### src/rtl/pc_sequencer.sv
// Program counter and fetch/execute sequencer for stalling instruction and data memories.
// Optional performance counters are built when PC_SEQ_PERF_CNT_EN is defined.
module pc_sequencer #(
  parameter logic [31:0] RESET_PC = 32'hFFFFFFFC,
  parameter int          OFFSET_W = 8
) (
  input  logic                clk,
  input  logic                reset,
  input  logic                instr_busywait,
  input  logic                data_busywait,
  input  logic                jump,
  input  logic                branch,
  input  logic                branch_ne,
  input  logic                zero,
  input  logic [OFFSET_W-1:0] offset,
  output logic [31:0]         pc,
  output logic                instr_read,
  output logic                instr_valid,
  output logic                branch_taken,
  output logic                stall,
  output logic [15:0]         stall_count,
  output logic [15:0]         retired_count
);

  typedef enum logic [1:0] {BOOT, FETCH, EXEC} state_t;

  state_t      state_q, state_d;
  logic [31:0] pc_q, pc_d;
  logic        taken;
  logic [31:0] offset_bytes;
  logic [31:0] pc_plus4;
  logic        retire;

  assign taken        = jump | (branch & zero) | (branch_ne & ~zero);
  assign offset_bytes = {{(32-OFFSET_W-2){offset[OFFSET_W-1]}}, offset, 2'b00};
  assign pc_plus4     = pc_q + 32'd4;
  assign retire       = (state_q == EXEC) && !data_busywait;

  // NOTE: state registers use non-blocking assignments so every flop samples pre-edge values.
  always_ff @(posedge clk or posedge reset) begin
    if (reset) begin
      state_q <= BOOT;
      pc_q    <= RESET_PC;
    end else begin
      state_q <= state_d;
      pc_q    <= pc_d;
    end
  end

  // NOTE: every output of this block is defaulted first so no path can infer a latch.
  always_comb begin
    state_d      = state_q;
    pc_d         = pc_q;
    instr_read   = 1'b0;
    instr_valid  = 1'b0;
    branch_taken = 1'b0;
    stall        = 1'b0;
    case (state_q)
      BOOT: begin
        state_d = FETCH;
        pc_d    = RESET_PC + 32'd4;
      end
      FETCH: begin
        instr_read = 1'b1;
        stall      = instr_busywait;
        if (!instr_busywait) state_d = EXEC;
      end
      EXEC: begin
        instr_valid  = 1'b1;
        branch_taken = taken;
        stall        = data_busywait;
        if (!data_busywait) begin
          state_d = FETCH;
          pc_d    = taken ? (pc_plus4 + offset_bytes) : pc_plus4;
        end
      end
      default: state_d = BOOT;
    endcase
  end

  assign pc = pc_q;

`ifdef PC_SEQ_PERF_CNT_EN
  logic [15:0] stall_cnt_q, retired_cnt_q;

  // Both counters saturate rather than wrap so long runs never read as short ones.
  always_ff @(posedge clk or posedge reset) begin
    if (reset) begin
      stall_cnt_q   <= '0;
      retired_cnt_q <= '0;
    end else begin
      if (stall && (stall_cnt_q != 16'hFFFF))    stall_cnt_q   <= stall_cnt_q + 16'd1;
      if (retire && (retired_cnt_q != 16'hFFFF)) retired_cnt_q <= retired_cnt_q + 16'd1;
    end
  end

  assign stall_count   = stall_cnt_q;
  assign retired_count = retired_cnt_q;
`else
  logic unused_retire;
  assign unused_retire = retire;
  assign stall_count   = '0;
  assign retired_count = '0;
`endif

endmodule
### config.mk
export PLATFORM = sky130hd
export DESIGN_NAME = pc_sequencer
export DESIGN_NICKNAME = d
export VERILOG_FILES = /design/src/rtl/pc_sequencer.sv
export SDC_FILE = /design/constraint.sdc
export NUM_CORES = 1
export LEC_CHECK = 0
export BUFFER_PORTS_ARGS = -buffer_cell sky130_fd_sc_hd__buf_2
export CAP_MARGIN = 20
export CORE_ASPECT_RATIO = 1.75
export CORE_MARGIN = 2
export CORE_UTILIZATION = 28
export DETAILED_ROUTE_END_ITERATION = 12
export SYNTH_ARGS = -nofsm -noshare
export SYNTH_HDL_FRONTEND = slang
export SYNTH_SLANG_ARGS = --single-unit
### constraint.sdc
create_clock -name clk -period 3.5 [get_ports clk]
set_input_delay 0.525 -clock clk [delete_from_list [all_inputs] [get_ports clk]]
set_output_delay 0.525 -clock clk [all_outputs]
set_load 0.05 [all_outputs]
==> results.sh, run 1 <==
export IMPL_firstDrtPassIters=4
export IMPL_end_kind="register"
export IMPL_finalHoldViolCount=0
export IMPL_die_w_um=94.95
export IMPL_r2r_start="pc[9]"
export IMPL_ys_seq_area_share_pct=20.69
export IMPL_finalSetupViolCount=3
export IMPL_htree_levels=2
export IMPL_crit_chain="and3_4 -> and3_4 -> buf_4 -> nand2_8 -> nor2_4 -> nand3_4 -> xnor2_1 -> ha_1 -> a21oi_1 -> o21a_1 -> o211ai_1 -> a21o_1 -> buf_4 -> o41ai_2 -> a41o_1 -> nor3_4 -> mux2i_1 -> o211ai_1"
export IMPL_n_fill_cell=1445
export IMPL_cts_sinks=32
export IMPL_area_growth_syn_to_layout_pct=40.35
export IMPL_dpl_instance_area_sq_mm=0.005204
export IMPL_n_antenna_cell=0
export IMPL_avgSynthCellArea_sq_um=7.779
export IMPL_root_buffer="clkbuf_16"
export IMPL_vias=4317
export IMPL_max_stage_delay_ns=0.53
export IMPL_numCtsBuffers=5
export IMPL_core_sq_mm=0.01430
export IMPL_cts_clk_slew_worst_paths_ns=0.06
export IMPL_cts_tree="yes"
export IMPL_insertion_delay_ns=0.29
export IMPL_crit_required_ns=3.71
export IMPL_initial_core_util_pct=28.35
export IMPL_worst_pin_slew_ns=0.6763
export IMPL_hold_path_class="primary input to asynchronous set/reset pin"
export IMPL_drc_errors=0
export IMPL_slew_limit_headroom_pct=54.80
export IMPL_cp_start_kind="register"
export IMPL_async_flop_share_pct=100.0
export IMPL_synth_area_sq_mm=0.004053
export IMPL_antenna_left=0
export IMPL_clockBufferDepth=2
export IMPL_place_congestion=0.9378
export IMPL_crit_path_start="pc[9]"
export IMPL_routedWlPerCell_um=15.28
export IMPL_synth_edf_count=0
export IMPL_fin_nets=732
export IMPL_synth_commonest_cells="48 x nand2_1, 41 x o21ai_0, 40 x a21oi_1"
export IMPL_vdd_drop_max_v=0.0004398
export IMPL_synth_top_cell_by_area="dfstp_2"
export IMPL_die_area_sq_mm=0.01549
export IMPL_post_route_util_pct=39.79
export IMPL_synth_cell_types=60
export IMPL_grt_pass1_vias=4326
export IMPL_layout_drive_gt1_share_pct=39.23
export IMPL_arrival_ns=3.87
export IMPL_crit_fanout=3
export IMPL_tns_ns=-0.2492
export IMPL_wl_mm=13.11
export IMPL_synth_top_cell_area_share_pct=19.45
export IMPL_finalClockSkew_ns=0.008846
export IMPL_drv_cap=0
export IMPL_grt_max_degree=33
export IMPL_reg2regPathDepth=18
export IMPL_grt_pass1_wl_mm=20.82
export IMPL_synth_cells=521
export IMPL_rsz0062_at_grt="true"
export IMPL_status="finished, violations left"
export IMPL_track_usage_pct=17.13
export IMPL_ys_warn_count=0
export IMPL_dp_cells=842
export IMPL_fin_crit_ns=3.660
export IMPL_synth_area_top_cells="dfstp_2 19%, ha_1 12%, buf_4 6.3%"
export IMPL_synthFlopType="dfstp_2"
export IMPL_synth_seq_cells=32
export IMPL_period_share_pct=104.6
export IMPL_worst_slack_ns=-0.1604
export IMPL_final_max_slew_viol_count=0
export IMPL_fmax_mhz=273.2
export IMPL_antenna_found_initial=0
export IMPL_grt_overflow=0
export IMPL_violations="setup timing"
export IMPL_routed_via_density=5.031
export IMPL_dp_hpwl_mm=10.19
export IMPL_fp_dieH_um=163.2
export IMPL_holdBufCountCts=0
export IMPL_rows=58
export IMPL_postLayoutCellArea_sq_mm=0.005688
export IMPL_yosysMostFrequentCell="nand2_1"
export IMPL_critPathSlowestCell="dfstp_2"
export IMPL_leakagePower_nw=2.741
export IMPL_io_pins=84
export IMPL_port_buffers=49
export IMPL_critPathKind="register to register"
export IMPL_final_cells=858
export IMPL_p_total_mw=4.266
export IMPL_power_density_mw_per_mm2=750.0
export IMPL_drtIter0Drc=243
-- registers in the layout, summed over array words and instances, names as in the netlist --
signal and cells:
pc 30, state_q 2
-- final timing paths --
check / endpoint / slack [ns]
worst max-delay path: pc[31] / -0.16
worst min-delay path: state_q[1] / 0.34
worst max register to register: pc[31] / -0.16
worst min register to register: pc[31] / 0.53
max in group asynchronous: pc[15] / 2.81
min in group clk: state_q[1] / 0.53
-- critical path, delay by kind of cell (launching register included) --
kind                       cells  cell delay, ns
muxes                          1            0.21
AOI/OAI and AO/OA              7            1.23
adders and majority gates      1            0.30
and+or+nand+nor                6            0.91
DFF                            1            0.53
xor gates and xnor gates       1            0.15
buffers and inverters          2            0.26
-- cells by family (layout without fill, tap and decap cells) --
logic type / after synthesis / after routing / share of synthesized area (%)
AND/OR/NAND/NOR: 169 / 169 / 20.32
adder cells (fa/ha/maj): 39 / 39 / 12.23
other: 1 / 34 / 0.09253
multiplexers: 6 / 6 / 1.513
XOR/XNOR: 48 / 48 / 10.37
buffers and inverters: 66 / 190 / 9.293
flip-flops: 32 / 32 / 20.69
AO/OA/AOI/OAI: 160 / 160 / 25.50
-- where the power goes --
group / total (mW) / internal, mW / leakage, nW / switching [mW]
clock network: 0.470 / 0.281 / 0.0766 / 0.188
registers: 0.704 / 0.585 / 0.336 / 0.119
logic: 3.09 / 1.22 / 2.33 / 1.87
total: 4.27 / 2.08 / 2.74 / 2.18
-- final cells by class --
cell class,instances,area [sq um],share of cell area (%)
flip-flops and latches,32,842.1,14.80
clock inverters,2,10.01,0.1760
clock buffers,6,138.9,2.442
well taps,180,225.2,3.960
inverters,16,60.06,1.056
multi-input cells,456,3268,57.46
repair buffers,166,1144,20.11
-- timing repair --
item | in CTS | in global routing
cloned | 0 | 0
gates resized for setup | 19 | 41
setup buffers | 4 | 4
endpoints found under the setup margin | 9 | 16
pin swaps | 20 | 17
-- stage by stage --
stage / hold slack, ns / setup slack, ns
after floorplan: 0.5063 / -0.2842
after global placement: 0.5082 / -0.1621
after detailed placement: 0.5179 / -0.2194
after CTS: 0.3487 / -0.1364
after global routing: 0.3834 / -0.3051
final: 0.3351 / -0.1604
-- layer usage --
layer	vias up	share of wire [%]	GRT usage (%)
met3	24	4.3	2.306
met5	-	0	0
met2	119	54	32.37
met4	0	2.9	7.115
met1	2058	39	18.55
li1	2116	-	-
-- cells in the final DEF, fill, tap and decap left out, types with 3 or more instances in the layout --
master     instances
buf_4            114
buf_2             49
nand2_1           47
a21oi_1           36
conb_1            34
ha_1              33
nor2_1            31
o21ai_0           31
dfstp_2           29
xnor2_1           22
a21o_1            20
xor2_1            20
nand3_1           18
inv_1             16
nor3_1            13
o21ai_1           13
a22oi_1            9
nor2b_1            7
and3_4             7
and3_1             6
nor2_2             5
nand4_1            5
nor3b_1            5
o211ai_1           5
clkbuf_16          5
a211o_1            4
a21oi_2            4
or2_2              4
a211oi_1           4
mux2i_1            4
ha_2               4
o21a_1             3
nor3_2             3
a211oi_2           3
nor2_4             3
xor2_2             3
and2_1             3
a31oi_1            3
Power figures use the tool's default switching activity.
==> inputs of run 2 (changes only) <==
--- a/config.mk
+++ b/config.mk
@@ -10,6 +10,7 @@
 export CORE_ASPECT_RATIO = 1.75
 export CORE_MARGIN = 2
 export CORE_UTILIZATION = 28
+export CTS_BUF_LIST = sky130_fd_sc_hd__clkbuf_4 sky130_fd_sc_hd__clkbuf_8
 export DETAILED_ROUTE_END_ITERATION = 12
 export SYNTH_ARGS = -nofsm -noshare
 export SYNTH_HDL_FRONTEND = slang
==> run 2 against run 1 <==
Via count fell by 1.2%. Routed wire length shrank 0.53%. Clock power down 29%. Register-to-register slack improved by 0.03 ns. The run still ends with setup timing left. Combinational power barely moved. Highest routed layer unchanged. Design area shrank 0.88%. Clock skew grew 0.0012 ns. Worst hold slack lost 0.029 ns. Critical endpoint unchanged. Sequential share of layout area is 0.13 points higher.
==> results.sh, run 2 (synthesis gave the netlist of run 1 again) <==
export IMPL_status="finished, violations left"
export IMPL_violations="setup timing"
export IMPL_crit_fanout=3
export IMPL_cts_tree="yes"
export IMPL_place_congestion=0.9378
export IMPL_rows=58
export IMPL_grt_max_degree=33
export IMPL_worstReg2RegEnd="pc[31]"
export IMPL_fin_nets=732
export IMPL_period_share_pct=103.7
export IMPL_largest_reg_flops=30
export IMPL_grt_pass1_vias=4359
export IMPL_arrival_ns=3.87
export IMPL_critPathKind="register to register"
export IMPL_crit_required_ns=3.74
export IMPL_wl_mm=13.04
export IMPL_leakagePower_nw=2.735
export IMPL_multiInputGateArea_sq_mm=0.003271
export IMPL_antenna_found_initial=0
export IMPL_final_cell_mix="113 x buf_4, 49 x buf_2, 46 x nand2_1, 36 x ha_1, 35 x a21oi_1"
export IMPL_clockBufferDepth=2
export IMPL_grt_overflow=0
export IMPL_track_usage_pct=17.14
export IMPL_drc_errors=0
export IMPL_n_fill_cell=1448
export IMPL_mostFrequentLayoutCell="buf_4"
export IMPL_dpl_instance_area_sq_mm=0.005204
export IMPL_dp_hpwl_mm=10.19
export IMPL_p_total_mw=4.137
export IMPL_hold_path_class="primary input to asynchronous set/reset pin"
export IMPL_routed_via_density=4.970
export IMPL_regArea_sq_um=842.1
export IMPL_port_buffers=49
export IMPL_io_pins=84
export IMPL_initial_core_util_pct=28.35
export IMPL_cts_sinks=32
export IMPL_finalHoldViolCount=0
export IMPL_reg2regPathDepth=16
export IMPL_firstDrtPassIters=5
export IMPL_power_density_mw_per_mm2=733.9
export IMPL_final_cells=858
export IMPL_max_stage_delay_ns=0.62
export IMPL_rsz0062_at_grt="true"
export IMPL_layout_drive_gt1_share_pct=39.23
export IMPL_finalSetupViolCount=9
export IMPL_fp_dieH_um=163.2
export IMPL_post_route_util_pct=39.44
export IMPL_vdd_drop_max_v=0.0004052
export IMPL_drtIter0Drc=224
export IMPL_area_growth_syn_to_layout_pct=39.12
export IMPL_r2r_start="pc[4]"
export IMPL_worst_pin_slew_ns=0.6727
export IMPL_final_max_slew_viol_count=0
export IMPL_tns_ns=-0.4340
export IMPL_antenna_left=0
export IMPL_crit_path_start="pc[4]"
export IMPL_fin_crit_ns=3.631
export IMPL_vias=4264
export IMPL_numCtsBuffers=5
export IMPL_end_kind="register"
export IMPL_core_sq_mm=0.01430
export IMPL_fmax_mhz=275.4
export IMPL_n_antenna_cell=0
export IMPL_insertion_delay_ns=0.31
export IMPL_postLayoutCellArea_sq_mm=0.005638
export IMPL_slew_limit_headroom_pct=55.04
export IMPL_place_ws_ns=-0.2194
export IMPL_cts_clk_slew_worst_paths_ns=0.08
export IMPL_holdBufCountCts=0
export IMPL_root_buffer="clkbuf_8"
export IMPL_dp_cells=842
export IMPL_endpoint="pc[31]"
export IMPL_worst_slack_ns=-0.1309
export IMPL_r2r_setup_slack_ns=-0.13
export IMPL_routedWlPerCell_um=15.20
export IMPL_htree_levels=2
export IMPL_finalClockSkew_ns=0.01007
export IMPL_die_area_sq_mm=0.01549
export IMPL_holdWs_ns=0.3062
export IMPL_cp_start_kind="register"
export IMPL_critPathSlowestCell="dfstp_4"
export IMPL_die_w_um=94.95
export IMPL_drv_cap=0
export IMPL_crit_chain="and3_4 -> and3_4 -> nand2_8 -> nor2_4 -> nand3_4 -> xnor2_1 -> ha_1 -> a21oi_1 -> o21a_1 -> o211ai_1 -> a21o_1 -> mux2i_2 -> o41ai_4 -> nor3_4 -> mux2i_1 -> o211ai_1"
export IMPL_grt_pass1_wl_mm=20.86
[run 2: cell counts in the layout (fill, tap and decap cells not counted)]
Identical to the previous run, type by type.
[run 2: critical path: cells and delay by family, from the launching register on]
family / cells / cell delay, ns
and+or+nand+nor: 6 / 0.92
muxes: 2 / 0.50
xor gates and xnor gates: 1 / 0.15
DFF: 1 / 0.62
adders and majority gates: 1 / 0.30
AOI/OAI and AO/OA: 6 / 1.08
[run 2: worst min-delay path by stage]
stage | start | end | slack (ns) | cells past startpoint
floorplan | state_q[1] | state_q[1] | 0.51 | 2
global placement | pc[31] | pc[31] | 0.51 | 2
detailed placement | pc[3] | pc[3] | 0.52 | 2
CTS | reset | state_q[1] | 0.32 | 3
global route | reset | state_q[1] | 0.36 | 3
finish | reset | state_q[1] | 0.31 | 3
[run 2: layer usage]
layer  vias up  routed length (um)  global-route usage, %
met4         0                 285                  7.905
met5         -                   0                      0
met3        19                 536                  2.214
met2       113                7117                  32.17
met1      2013                5104                  18.47
li1       2119                   -                      -
[run 2: where the power goes]
part / switching, mW / total [mW] / internal (mW)
combinational: 1.88 / 3.10 / 1.22
clock: 0.176 / 0.334 / 0.158
sequential: 0.121 / 0.705 / 0.584
total: 2.18 / 4.14 / 1.96
[run 2: final cells by class]
type	instances	share of cell area (%)
Multi-Input combinational cell	456	58.01
Timing Repair Buffer	166	20.35
Sequential cell	32	14.94
Tap cell	180	3.995
Clock buffer	6	1.465
Inverter	16	1.065
Clock inverter	2	0.1775
[run 2: timing repair]
action | in CTS | in global routing
setup endpoints to repair | 9 | 15
pin swaps | 20 | 29
resized for setup | 22 | 41
setup buffers | 4 | 4
==> inputs of run 3 (changes only) <==
--- a/config.mk
+++ b/config.mk
@@ -12,6 +12,7 @@
 export CORE_UTILIZATION = 28
 export CTS_BUF_LIST = sky130_fd_sc_hd__clkbuf_4 sky130_fd_sc_hd__clkbuf_8
 export DETAILED_ROUTE_END_ITERATION = 12
+export GPL_TIMING_DRIVEN = 0
 export SYNTH_ARGS = -nofsm -noshare
 export SYNTH_HDL_FRONTEND = slang
 export SYNTH_SLANG_ARGS = --single-unit
==> run 3 against run 2 <==
The flow still finishes with violations (setup timing). Routed wire length rose by 2.7%. Clock skew rose by 0.0012 ns. Design area rose by 2.0%. Sequential share of layout area fell by 0.30 points. Setup slack got worse by 0.14 ns. Largest power group unchanged.
==> results.sh, run 3 (synthesis gave the netlist of run 1 again) <==
export IMPL_status="finished, violations left"
export IMPL_routedWlPerCell_um=15.91
export IMPL_layout_drive_gt1_share_pct=39.73
export IMPL_wl_mm=13.40
export IMPL_final_max_slew_viol_count=0
export IMPL_dp_hpwl_mm=9.666
export IMPL_slew_limit_headroom_pct=30.89
export IMPL_critPathBufInv=3
export IMPL_fin_nets=716
export IMPL_fin_crit_ns=3.772
export IMPL_cts_clk_slew_worst_paths_ns=0.08
export IMPL_cts_sinks=32
export IMPL_critPathSlowestCell="dfstp_4"
export IMPL_htree_levels=2
export IMPL_crit_required_ns=3.74
export IMPL_rows=58
export IMPL_crit_fanout=5
export IMPL_drtIter0Drc=172
export IMPL_arrival_ns=4.01
export IMPL_die_w_um=94.95
export IMPL_core_sq_mm=0.01430
export IMPL_root_buffer="clkbuf_8"
export IMPL_cts_tree="yes"
export IMPL_finalSetupViolCount=9
export IMPL_critical_path_top_delay_family="simple AND/OR/NAND/NOR gates"
export IMPL_grt_pass1_wl_mm=20.32
export IMPL_worst_pin_slew_ns=1.037
export IMPL_firstDrtPassIters=4
export IMPL_initial_core_util_pct=28.35
export IMPL_final_cell_mix="81 x buf_4, 49 x buf_2, 44 x nand2_1, 34 x conb_1, 31 x nor2_1"
export IMPL_routed_via_density=5.076
export IMPL_power_density_mw_per_mm2=723.4
export IMPL_insertion_delay_ns=0.32
export IMPL_antenna_left=0
export IMPL_grt_pass1_vias=3928
export IMPL_port_buffers=49
export IMPL_critPathKind="register to register"
export IMPL_max_stage_delay_ns=0.63
export IMPL_vdd_drop_max_v=0.0004030
export IMPL_mostFrequentLayoutCell="buf_4"
export IMPL_grt_overflow=0
export IMPL_io_pins=84
export IMPL_finalClockSkew_ns=0.01129
export IMPL_period_share_pct=107.8
export IMPL_antenna_found_initial=0
export IMPL_n_antenna_cell=0
export IMPL_numCtsBuffers=5
export IMPL_drv_cap=0
export IMPL_fp_dieH_um=163.2
export IMPL_worst_slack_ns=-0.2724
export IMPL_worstReg2RegEnd="pc[31]"
export IMPL_cp_start_kind="register"
export IMPL_r2r_setup_slack_ns=-0.27
export IMPL_rsz0062_at_grt="true"
export IMPL_track_usage_pct=16.86
export IMPL_clockBufferDepth=2
export IMPL_drc_errors=0
export IMPL_grt_max_degree=33
export IMPL_violations="setup timing"
export IMPL_place_congestion=0.9110
export IMPL_reg2regPathDepth=18
export IMPL_area_growth_syn_to_layout_pct=41.93
export IMPL_die_area_sq_mm=0.01549
export IMPL_end_kind="register"
export IMPL_crit_path_start="pc[4]"
export IMPL_r2r_start="pc[4]"
export IMPL_finalHoldViolCount=0
export IMPL_crit_chain="and3_4 -> and3_4 -> nand2_8 -> buf_6 -> nor3_4 -> buf_6 -> xor2_2 -> ha_4 -> and3_4 -> nand2_2 -> o211ai_1 -> a21o_1 -> buf_6 -> o41ai_4 -> a41o_1 -> nor3_4 -> mux2i_1 -> o211ai_1"
export IMPL_leakagePower_nw=2.658
export IMPL_hold_path_class="primary input to asynchronous set/reset pin"
export IMPL_holdWs_ns=0.3474
export IMPL_place_ws_ns=-0.7031
export IMPL_fmax_mhz=265.1
export IMPL_largest_reg_flops=30
export IMPL_vias=4274
==> run 3: per-layer routing <==
layer  GRT usage [%]  wire (um)
met1           18.65       5260
met2           32.14       7197
met3           2.260        547
met4           5.534        390
met5               0          0
==> run 3: worst max-delay path by stage <==
stage	cells past startpoint	to	slack, ns
6_report	18	pc[31]	-0.27
2_1_floorplan	20	pc[31]	-0.28
5_1_grt	18	pc[31]	-0.42
4_1_cts	16	pc[31]	-0.40
3_5_place_dp	17	pc[31]	-0.70
3_3_place_gp	17	pc[31]	-0.66
==> run 3: timing repair <==
item,4_1_cts,5_1_grt
endpoints found under the setup margin,14,17
hold buffers,0,0
setup buffers,28,29
cloned,0,0
pin swaps,35,25
resized for setup,71,42
==> run 3: area by class of cell <==
cell class                 instances  area, sq um
fill                            1452         8544
buffer                            44        292.8
multi-input combinational        456         3485
clock inverter                     3        42.54
clock buffer                       5        68.82
timing repair buffer             106        735.7
tap                              180        225.2
inverter                          16        60.06
sequential                        32        842.1
==> run 3: per-stage QoR <==
step / instances / utilization [%] / area, sq um / TNS (ns) / power, mW
6_report: 842 / 40.23 / 5752 / -1.390 / 4.161
2_1_floorplan: 554 / - / 4244 / -0.4214 / 2.707
5_1_grt: 842 / 40.23 / 5752 / -3.088 / 4.427
3_5_place_dp: 784 / 33.17 / 4742 / -3.426 / 3.272
4_1_cts: 817 / 37.62 / 5379 / -2.050 / 3.942
3_3_place_gp: 783 / 32.98 / 4715 / -3.472 / 3.253
==> run 3: where the power goes <==
part / internal, mW / switching [mW]
registers: 0.591 / 0.213
clock network: 0.211 / 0.185
logic: 1.13 / 1.84
total: 1.93 / 2.23
